--- src/rtl/gba_dsound_mixer_n.sv ---
// gba_dsound_mixer_n: N-channel direct-sound engine. Each channel unpacks 32-bit
// FIFO words into signed samples on its selected timer overflow and asks DMA for
// refills. On each sample_tick a sequencer mixes the PSG pre-mix and every
// enabled channel, one channel per cycle, into a saturated stereo sample.
module gba_dsound_mixer_n #(
  parameter int NUM_CH     = 2,
  parameter int NUM_TIMERS = 2,
  parameter int TSEL_W     = $clog2(NUM_TIMERS),
  parameter int SAMPLE_W   = 8,
  parameter int FIFO_LVL_W = 4,
  parameter int REQ_LEVEL  = 4,
  parameter int OUT_W      = 24
) (
  input  logic                         clock,
  input  logic                         reset_n,
  input  logic [NUM_TIMERS-1:0]        timer_ovf,
  input  logic [NUM_CH*FIFO_LVL_W-1:0] fifo_size,
  input  logic [NUM_CH*32-1:0]         fifo_val,
  output logic [NUM_CH-1:0]            fifo_re,
  output logic [NUM_CH-1:0]            fifo_clr,
  input  logic [NUM_CH*TSEL_W-1:0]     ch_timer_sel,
  input  logic [NUM_CH-1:0]            ch_full_vol,
  input  logic [NUM_CH-1:0]            ch_en_l,
  input  logic [NUM_CH-1:0]            ch_en_r,
  input  logic [NUM_CH-1:0]            ch_reset,
  input  logic signed [15:0]           psg_l,
  input  logic signed [15:0]           psg_r,
  input  logic [1:0]                   psg_vol,
  input  logic                         sample_tick,
  output logic [NUM_CH-1:0]            sound_req,
  output logic signed [OUT_W-1:0]      out_l,
  output logic signed [OUT_W-1:0]      out_r,
  output logic                         out_valid,
  output logic                         overrun
);

  localparam int SPW   = 32 / SAMPLE_W;
  localparam int IDX_W = $clog2(SPW + 1);
  localparam int CH_W  = (NUM_CH > 1) ? $clog2(NUM_CH) : 1;
  // Four guard bits above the larger of OUT_W and 20, so the full 16-bit PSG
  // term plus eight doubled 16-bit channels never wraps before saturation.
  localparam int ACC_W = ((OUT_W > 20) ? OUT_W : 20) + 4;

  localparam logic [IDX_W-1:0]        IDX_EMPTY = IDX_W'(SPW);
  localparam logic signed [ACC_W-1:0] SAT_HI    = ACC_W'((64'sd1 <<< (OUT_W - 1)) - 64'sd1);
  localparam logic signed [ACC_W-1:0] SAT_LO    = ~SAT_HI;

  typedef enum logic [2:0] {S_IDLE, S_PSG, S_CH, S_SAT, S_OUT} mix_state_e;

  logic [31:0]                word_q [NUM_CH];
  logic [IDX_W-1:0]           idx_q  [NUM_CH];
  logic signed [SAMPLE_W-1:0] cur_q  [NUM_CH];

  logic [NUM_CH-1:0] ch_tick, ch_pop, ch_under, ch_low;

  mix_state_e              state_q, state_d;
  logic [CH_W-1:0]         ch_q;
  logic signed [ACC_W-1:0] acc_l_q, acc_r_q;
  logic signed [ACC_W-1:0] psg_term_l, psg_term_r, ch_term;
  logic [1:0]              psg_shift;

  function automatic logic signed [OUT_W-1:0] saturate(input logic signed [ACC_W-1:0] a);
    if (a > SAT_HI)      return OUT_W'(SAT_HI);
    else if (a < SAT_LO) return OUT_W'(SAT_LO);
    else                 return a[OUT_W-1:0];
  endfunction

  // Per-channel tick decode: which channels advance, pop, underrun or run low.
  always_comb begin
    // NOTE: every output of a combinational block is assigned on every path,
    // so no latch can be inferred.
    for (int c = 0; c < NUM_CH; c++) begin
      ch_tick[c]  = timer_ovf[ch_timer_sel[c*TSEL_W +: TSEL_W]] & ~ch_reset[c];
      ch_pop[c]   = ch_tick[c] && (idx_q[c] == IDX_EMPTY)
                    && (fifo_size[c*FIFO_LVL_W +: FIFO_LVL_W] != '0);
      ch_under[c] = ch_tick[c] && (idx_q[c] == IDX_EMPTY)
                    && (fifo_size[c*FIFO_LVL_W +: FIFO_LVL_W] == '0);
      ch_low[c]   = (int'(fifo_size[c*FIFO_LVL_W +: FIFO_LVL_W]) - 1) <= REQ_LEVEL;
    end
  end

  assign fifo_re  = ch_pop   & {NUM_CH{reset_n}};
  assign fifo_clr = ch_reset & {NUM_CH{reset_n}};

  // Word register: loaded on a pop, zeroed by ch_reset.
  always_ff @(posedge clock) begin
    // NOTE: word_q has no reset; index at SPW guarantees a fresh word is
    // popped before any of its bits are read.
    for (int c = 0; c < NUM_CH; c++) begin
      if (ch_reset[c])    word_q[c] <= '0;
      else if (ch_pop[c]) word_q[c] <= fifo_val[c*32 +: 32];
    end
  end

  // Sample index, current sample and DMA request per channel.
  always_ff @(posedge clock) begin
    // NOTE: sequential state uses non-blocking assignments so every register
    // samples the pre-edge values regardless of statement order.
    if (!reset_n) begin
      sound_req <= '0;
      for (int c = 0; c < NUM_CH; c++) begin
        idx_q[c] <= IDX_EMPTY;
        cur_q[c] <= '0;
      end
    end else begin
      sound_req <= (ch_pop & ch_low) | ch_under;
      for (int c = 0; c < NUM_CH; c++) begin
        if (ch_reset[c]) begin
          idx_q[c] <= IDX_EMPTY;
          cur_q[c] <= '0;
        end else if (ch_tick[c] && (idx_q[c] != IDX_EMPTY)) begin
          cur_q[c] <= word_q[c][idx_q[c]*SAMPLE_W +: SAMPLE_W];
          idx_q[c] <= idx_q[c] + IDX_W'(1);
        end else if (ch_pop[c]) begin
          cur_q[c] <= fifo_val[c*32 +: SAMPLE_W];
          idx_q[c] <= IDX_W'(1);
        end
      end
    end
  end

  // Mixer state register.
  always_ff @(posedge clock) begin
    if (!reset_n) state_q <= S_IDLE;
    else          state_q <= state_d;
  end

  // Mixer next-state: PSG, one cycle per channel, saturate, output.
  always_comb begin
    state_d = state_q;
    unique case (state_q)
      S_IDLE:  if (sample_tick) state_d = S_PSG;
      S_PSG:   state_d = S_CH;
      S_CH:    if (ch_q == CH_W'(NUM_CH - 1)) state_d = S_SAT;
      S_SAT:   state_d = S_OUT;
      S_OUT:   state_d = S_IDLE;
      default: state_d = S_IDLE;
    endcase
  end

  // Scaled PSG terms and the term of the channel currently being summed.
  always_comb begin
    psg_shift  = psg_vol[1] ? 2'd0 : (psg_vol[0] ? 2'd1 : 2'd2);
    psg_term_l = ACC_W'(psg_l) >>> psg_shift;
    psg_term_r = ACC_W'(psg_r) >>> psg_shift;
    ch_term    = ACC_W'(cur_q[ch_q]) <<< ch_full_vol[ch_q];
  end

  // Mixer datapath: accumulate, saturate into the outputs, flag overruns.
  always_ff @(posedge clock) begin
    if (!reset_n) begin
      acc_l_q   <= '0;
      acc_r_q   <= '0;
      ch_q      <= '0;
      out_l     <= '0;
      out_r     <= '0;
      out_valid <= 1'b0;
      overrun   <= 1'b0;
    end else begin
      out_valid <= 1'b0;
      if (sample_tick && (state_q != S_IDLE)) overrun <= 1'b1;
      case (state_q)
        S_PSG: begin
          acc_l_q <= psg_term_l;
          acc_r_q <= psg_term_r;
          ch_q    <= '0;
        end
        S_CH: begin
          if (ch_en_l[ch_q]) acc_l_q <= acc_l_q + ch_term;
          if (ch_en_r[ch_q]) acc_r_q <= acc_r_q + ch_term;
          if (ch_q != CH_W'(NUM_CH - 1)) ch_q <= ch_q + CH_W'(1);
        end
        S_SAT: begin
          out_l     <= saturate(acc_l_q);
          out_r     <= saturate(acc_r_q);
          out_valid <= 1'b1;
        end
        default: ;
      endcase
    end
  end

endmodule

--- config.mk ---
export PLATFORM = sky130hd
export DESIGN_NAME = gba_dsound_mixer_n
export DESIGN_NICKNAME = d
export VERILOG_FILES = /design/src/rtl/gba_dsound_mixer_n.sv
export SDC_FILE = /design/constraint.sdc
export NUM_CORES = 1
export LEC_CHECK = 0
export CELL_PAD_IN_SITES_DETAIL_PLACEMENT = 1
export CELL_PAD_IN_SITES_GLOBAL_PLACEMENT = 1
export CORE_MARGIN = 2
export CORE_UTILIZATION = 30
export CTS_BUF_LIST = sky130_fd_sc_hd__clkbuf_8 sky130_fd_sc_hd__clkbuf_16
export DETAILED_ROUTE_END_ITERATION = 12
export PLACE_DENSITY = 0.66
export RECOVER_POWER = 25
export SYNTH_ARGS = -nofsm -noshare
export SYNTH_HDL_FRONTEND = slang
export SYNTH_SLANG_ARGS = --single-unit
--- constraint.sdc ---
create_clock -name clock -period 12.2 [get_ports clock]
set_clock_uncertainty 0.2 [all_clocks]
set_input_delay 1.22 -clock clock [delete_from_list [all_inputs] [get_ports clock]]
set_output_delay 1.22 -clock clock [all_outputs]
set_load 0.05 [all_outputs]
; ---- After elaboration in Yosys (flattened, before gate mapping)
; Memories as Yosys holds them, arrays and structs flattened. A register that Yosys moved wholly into a read port is not among the register bits.
; Index checks and enable logic that the tools add are counted.
[totals]
latch_bits = 0
n_memories = 3
ramBits = 86
romBits = 0
input_bits = 121
elab_cells = 158
register_bits = 112
[op_classes]
order_cmp = 9
eq_ne = 11
bitwise_logic = 22
div_mod_pow = 0
shifts = 5
n_mux = 73
addsub = 7
reduce_logical = 19
n_mul = 0
[mem_list]
columns = memory, depth, width, rd, rd_clocked_by_memory_dff, write_ports, line_no
row1 = word_q, 2, 32, 2, 0, 2, 50  ; logic [31:0] word_q [NUM_CH];
row2 = cur_q, 2, 8, 1, 1, 2, 52  ; logic signed [SAMPLE_W-1:0] cur_q [NUM_CH];
row3 = idx_q, 2, 3, 2, 0, 2, 51  ; logic [IDX_W-1:0] idx_q [NUM_CH];
[ops]
columns = operator, count
row1 = 28-bit one-hot mux with 2 select lines, 2
row2 = 24-bit 2-to-1 mux, 4
row3 = 32-bit 2-to-1 mux, 2
row4 = 32-bit by 7-bit indexed part select with 8-bit output, 2
row5 = 28-bit adder, 2
row6 = "28-bit by 24-bit > comparator with 1-bit output, second input constant", 2
row7 = "28-bit by 24-bit < comparator with 1-bit output, second input constant", 2
row8 = 28-bit 2-to-1 mux, 2
row9 = 16-bit by 2-bit >>> shifter with 28-bit output, 2
row10 = 8-bit 2-to-1 mux, 6
row11 = 1-bit 2-to-1 mux, 45
row12 = 8-bit by 1-bit <<< shifter with 28-bit output, 1
row13 = 3-bit 2-to-1 mux, 8
row14 = 1-bit OR, 14
row15 = 3-bit one-hot mux with 4 select lines, 1
row16 = "5-bit by 4-bit less-or-equal comparator with 1-bit output, second input constant", 2
row17 = "4-bit by 1-bit subtractor with 5-bit output, second input constant", 2
row18 = 1-bit logical AND, 9
row19 = 4-bit zero test, 2
row20 = "2-bit inequality test, second input constant", 4
row21 = 4-bit nonzero test, 2
row22 = "3-bit by 1-bit adder with 3-bit output, second input constant", 2
row23 = 2-bit AND, 3
row24 = "3-bit by 2-bit equality test with 1-bit output, second input constant", 2
row25 = 14 further kinds, 23

; ---- Logic depth before layout (Yosys ltp)
[depth]
word_depth = 11
ltp_mapped = 14
depth_no_buf = 12

; ---- Worst setup path before layout
; Ideal clock, no wire load.
[synth_path]
path_kind = input-to-reg
start = in ch_full_vol[1]
end = reg acc_l_q[20]
arrival_ns = 4.093
path_slack_ns = 7.814
setup_ns = 0.092
cell_stages = 12
required_time_ns = 11.908
n_path_buf = 0
cell_sequence = mux2i_1 > nor2b_1 > ha_1 > inv_1 > fa_1 > and2b_1 > o2111ai_2 > a311oi_2 > o21ai_2 > a31oi_1 > mux2_2 > o32ai_1
[synth_via]
elab_chain_cells = 6
[synth_lines]
columns = item, line_no
row1 = "start, declared", 22  ; input logic [NUM_CH-1:0] ch_full_vol,
row2 = 1-bit 2-to-1 mux (not written as such) (2 in a row), 146  ; ch_term = ACC_W'(cur_q[ch_q]) <<< ch_full_vol[ch_q];
row3 = 8-bit by 1-bit <<< shifter with 28-bit output, 146
row4 = 28-bit adder, 169  ; if (ch_en_l[ch_q]) acc_l_q <= acc_l_q + ch_term;
row5 = 28-bit 2-to-1 mux, 169
row6 = 28-bit one-hot mux with 2 select lines, 162  ; case (state_q)
row7 = "end signal, assigned", 164  ; acc_l_q <= psg_term_l;
row8 = "end signal, assigned", 169
row9 = "end, declared", 58  ; logic signed [ACC_W-1:0] acc_l_q, acc_r_q;
; No other way between the ends. The select of a mux whose other input is x is not followed.
; A chain may end at the register's enable or synchronous reset.

; ---- Final worst setup path
[layout_path]
start = in reset_n
end = out fifo_re[0]
[layout_via]
elab_chain_cells = 1
[layout_lines]
columns = item, line_no
row1 = "start, declared", 15  ; input logic reset_n,
row2 = 2-bit AND, 82  ; assign fifo_re = ch_pop & {NUM_CH{reset_n}};
row3 = "end, declared", 19  ; output logic [NUM_CH-1:0] fifo_re,
; No other way between the ends.

==> reports/metrics.cfg <==
[timing]
fmax_ghz = 0.170
hold_violations = 0
period_needed_ps = 5890
rsz0062_at_grt = false
fin_setup_tns_ps = 0
setup_viol = 0
drv_slew = 72
worst_pin_slew_ps = 3590
slew_headroom_pct = -140
post-route-period-util_pct = 48.2

[power_and_ir_drop]
ir_drop_mv = 0.103
p_leak_nw = 5.48
clockPowerShare_pct = 32.6
p_seq_share_pct = 42.9
p_switching_uw = 594
sw_frac_of_total_pct = 32.1
p_per_area_nw_per_um2 = 124
intPower_mw = 1.26
combPwrFrac_pct = 24.5

[die]
pin_count = 177
die_x_um = 205
start_util_pct = 30.5
rows = 73
die_y_um = 205
die-area_um2 = 42200
core_um2 = 39900

[layout]
n_fill_cell = 4571
final_nets = 1637
mostFrequentLayoutCells = clkdlybuf4s50_1, a21oi_1, nand2_1, o21ai_0, dfxtp_1
final-seq-area_um2 = 4840
syn2layout_area_growth_pct = 22.3
drive_above_1_share_pct = 7.22
multi_input_area_um2 = 6840
final_common_cell = clkdlybuf4s50_1
stdcell_area_um2 = 14900

[synthesis]
syn_area_per_cell_um2 = 9.13
synthTopCellsByArea = edfxtp_1, dfxtp_1, a21oi_1
synth_ff_type = dfxtp_1
ys_ff_latch = 199
syn_nets = 1513
synth_top_area_share_pct = 21.2
yosysSeqAreaShare_pct = 39.8
synth.distinct_cells = 86
syn_inst = 1332
synth_edf_count = 86
synth_area_um2 = 12200
synth_top_cell_by_area = edfxtp_1
ys_warn_count = 0
synth-async-reset-ratio_pct = 0

[worst_setup_path]
critical-path-slowest-cell = clkdlybuf4s50_1
startpoint_type = primary input
crit_fanout = 19
worstSetupEndpointType = primary output
path_class = in2out
path_cells = buf_2 > clkbuf_1 > inv_1 > or3_1 > nor2_1 > clkdlybuf4s50_1
crit_start = reset_n
critPathArrivalTime_ps = 4470
required_ps = 10780
cpPeakStageDelay_ps = 950

[route]
met2RoutedLength_um = 18300
firstDrtPassIters = 5
vias = 10600
drcViolationCount = 0
via_per_inst = 5.30
route.met3.wl_um = 2030
wl_met1_um = 17500
wl_per_cell_um = 19.3
detail-route-antenna-nets = 0
drt-total-wl_um = 38500
first_iter_violations = 457
routed.top_layer = met4

[hold_path]
hold_path.startpoint = out_l[5]
worstHoldPathType = reg2reg

[clock_network]
numCtsBuffers = 17
ctsHtreeMaxLevel = 4
path_clk_slew_ps = 70
ctsLongestPathBuffers = 2
post_cts_resized = 0
cts_hold_buffers = 0
clkLatencyLatePin_ps = 460
cts-root-buf = clkbuf_16
cts_tree = done
clock-sinks = 199
post_cts_buffers = 0

[placed_design]
dp_hpwl_um = 29400
io_buffers = 176
postPlaceCellArea_um2 = 14300
place.gp.congestion = 0.852

[run_status]
outcome = finished, violations left
violations = max-capacitance violations, max-slew violations

[grt]
antenna_found_initial = 6
grt_max_degree = 72
track_usage_pct = 18.4
first_global_vias = 11100
grt.overflow.total = 0
grt_pass1_wl_um = 60400

[flow_run]
drv_cap = 1

cells in the mapped netlist (all sizes together), types with 13 or more instances:
| cell | count |
|---|---|
| mux4 | 22 |
| edfxtp | 86 |
| a22o | 15 |
| nand3 | 18 |
| inv | 23 |
| ha | 58 |
| mux2i | 47 |
| and2 | 70 |
| a211oi | 21 |
| nand2 | 130 |
| buf | 18 |
| o21ai | 133 |
| a21oi | 155 |
| xnor2 | 32 |
| nor2 | 98 |
| clkbuf | 66 |
| a21o | 22 |
| nand4 | 19 |
| a31oi | 13 |
| nor3 | 19 |
| dfxtp | 113 |
registers in the layout (all words and copies together), names as in the netlist, named ones only:
name and cells:
acc_l_q 28, acc_r_q 28, ch_q 1, cur_q 16, idx_q 6, out_l 24
out_r 24, out_valid 1, overrun 1, sound_req 2, state_q 3, word_q 64
metal layers:
metal	vias up	GRT usage [%]
met5	-	0
met4	0	5.99
met3	45	4.07
met2	214	31.2
met1	5133	23.3
li1	5174	-
stage by stage:
stage                     power (mW)  util (%)  instances  hold WS, ps  worst slack [ps]
after floorplan                 1.11         -       1332          246              7810
after global placement          1.26      35.8       1962          243              6790
after detailed placement        1.26      35.8       1962          248              6710
after CTS                       1.87      37.3       1994          258              6740
after global routing            1.95      37.3       1994          280              6000
final                           1.85      37.3       1995          256              6310
power by group through the flow:
stage	Clock [mW]	Sequential [mW]	Combinational [mW]
2_1_floorplan	0	0.795	0.310
3_3_place_gp	0	0.808	0.447
3_5_place_dp	0	0.811	0.454
4_1_cts	0.620	0.796	0.456
5_1_grt	0.644	0.801	0.501
6_report	0.603	0.794	0.454
worst paths after layout:
check,end,slack [ps],cells past startpoint
setup / recovery,fifo_re[0],6310,6
hold / removal,out_l[5],260,2
hold reg to reg,out_l[5],260,2
setup reg to reg,acc_l_q[26],7280,11
critical path: cells and delay by family:
family	cells	cell delay, ps
simple gates	2	1170
buf+inv	4	2050
kinds of logic after synthesis:
| logic type | count (synthesis) | share of synthesized area, % |
|---|---|---|
| mux | 70 | 8.04 |
| fa+ha+maj | 60 | 6.30 |
| buf+inv | 108 | 4.00 |
| simple gates | 415 | 16.7 |
| compound gates | 443 | 22.5 |
| xor+xnor | 37 | 2.66 |
| flops | 199 | 39.8 |
cell type report:
| type | count | area share, % |
|---|---|---|
| Sequential cell | 199 | 32.6 |
| Inverter | 23 | 0.580 |
| Antenna cell | 1 | 0.0168 |
| Multi-Input combinational cell | 1025 | 46.0 |
| Timing Repair Buffer | 190 | 12.3 |
| Clock inverter | 15 | 1.19 |
| Tap cell | 525 | 4.42 |
| Clock buffer | 17 | 2.86 |
No activity file was read; power rests on OpenSTA's default activity.
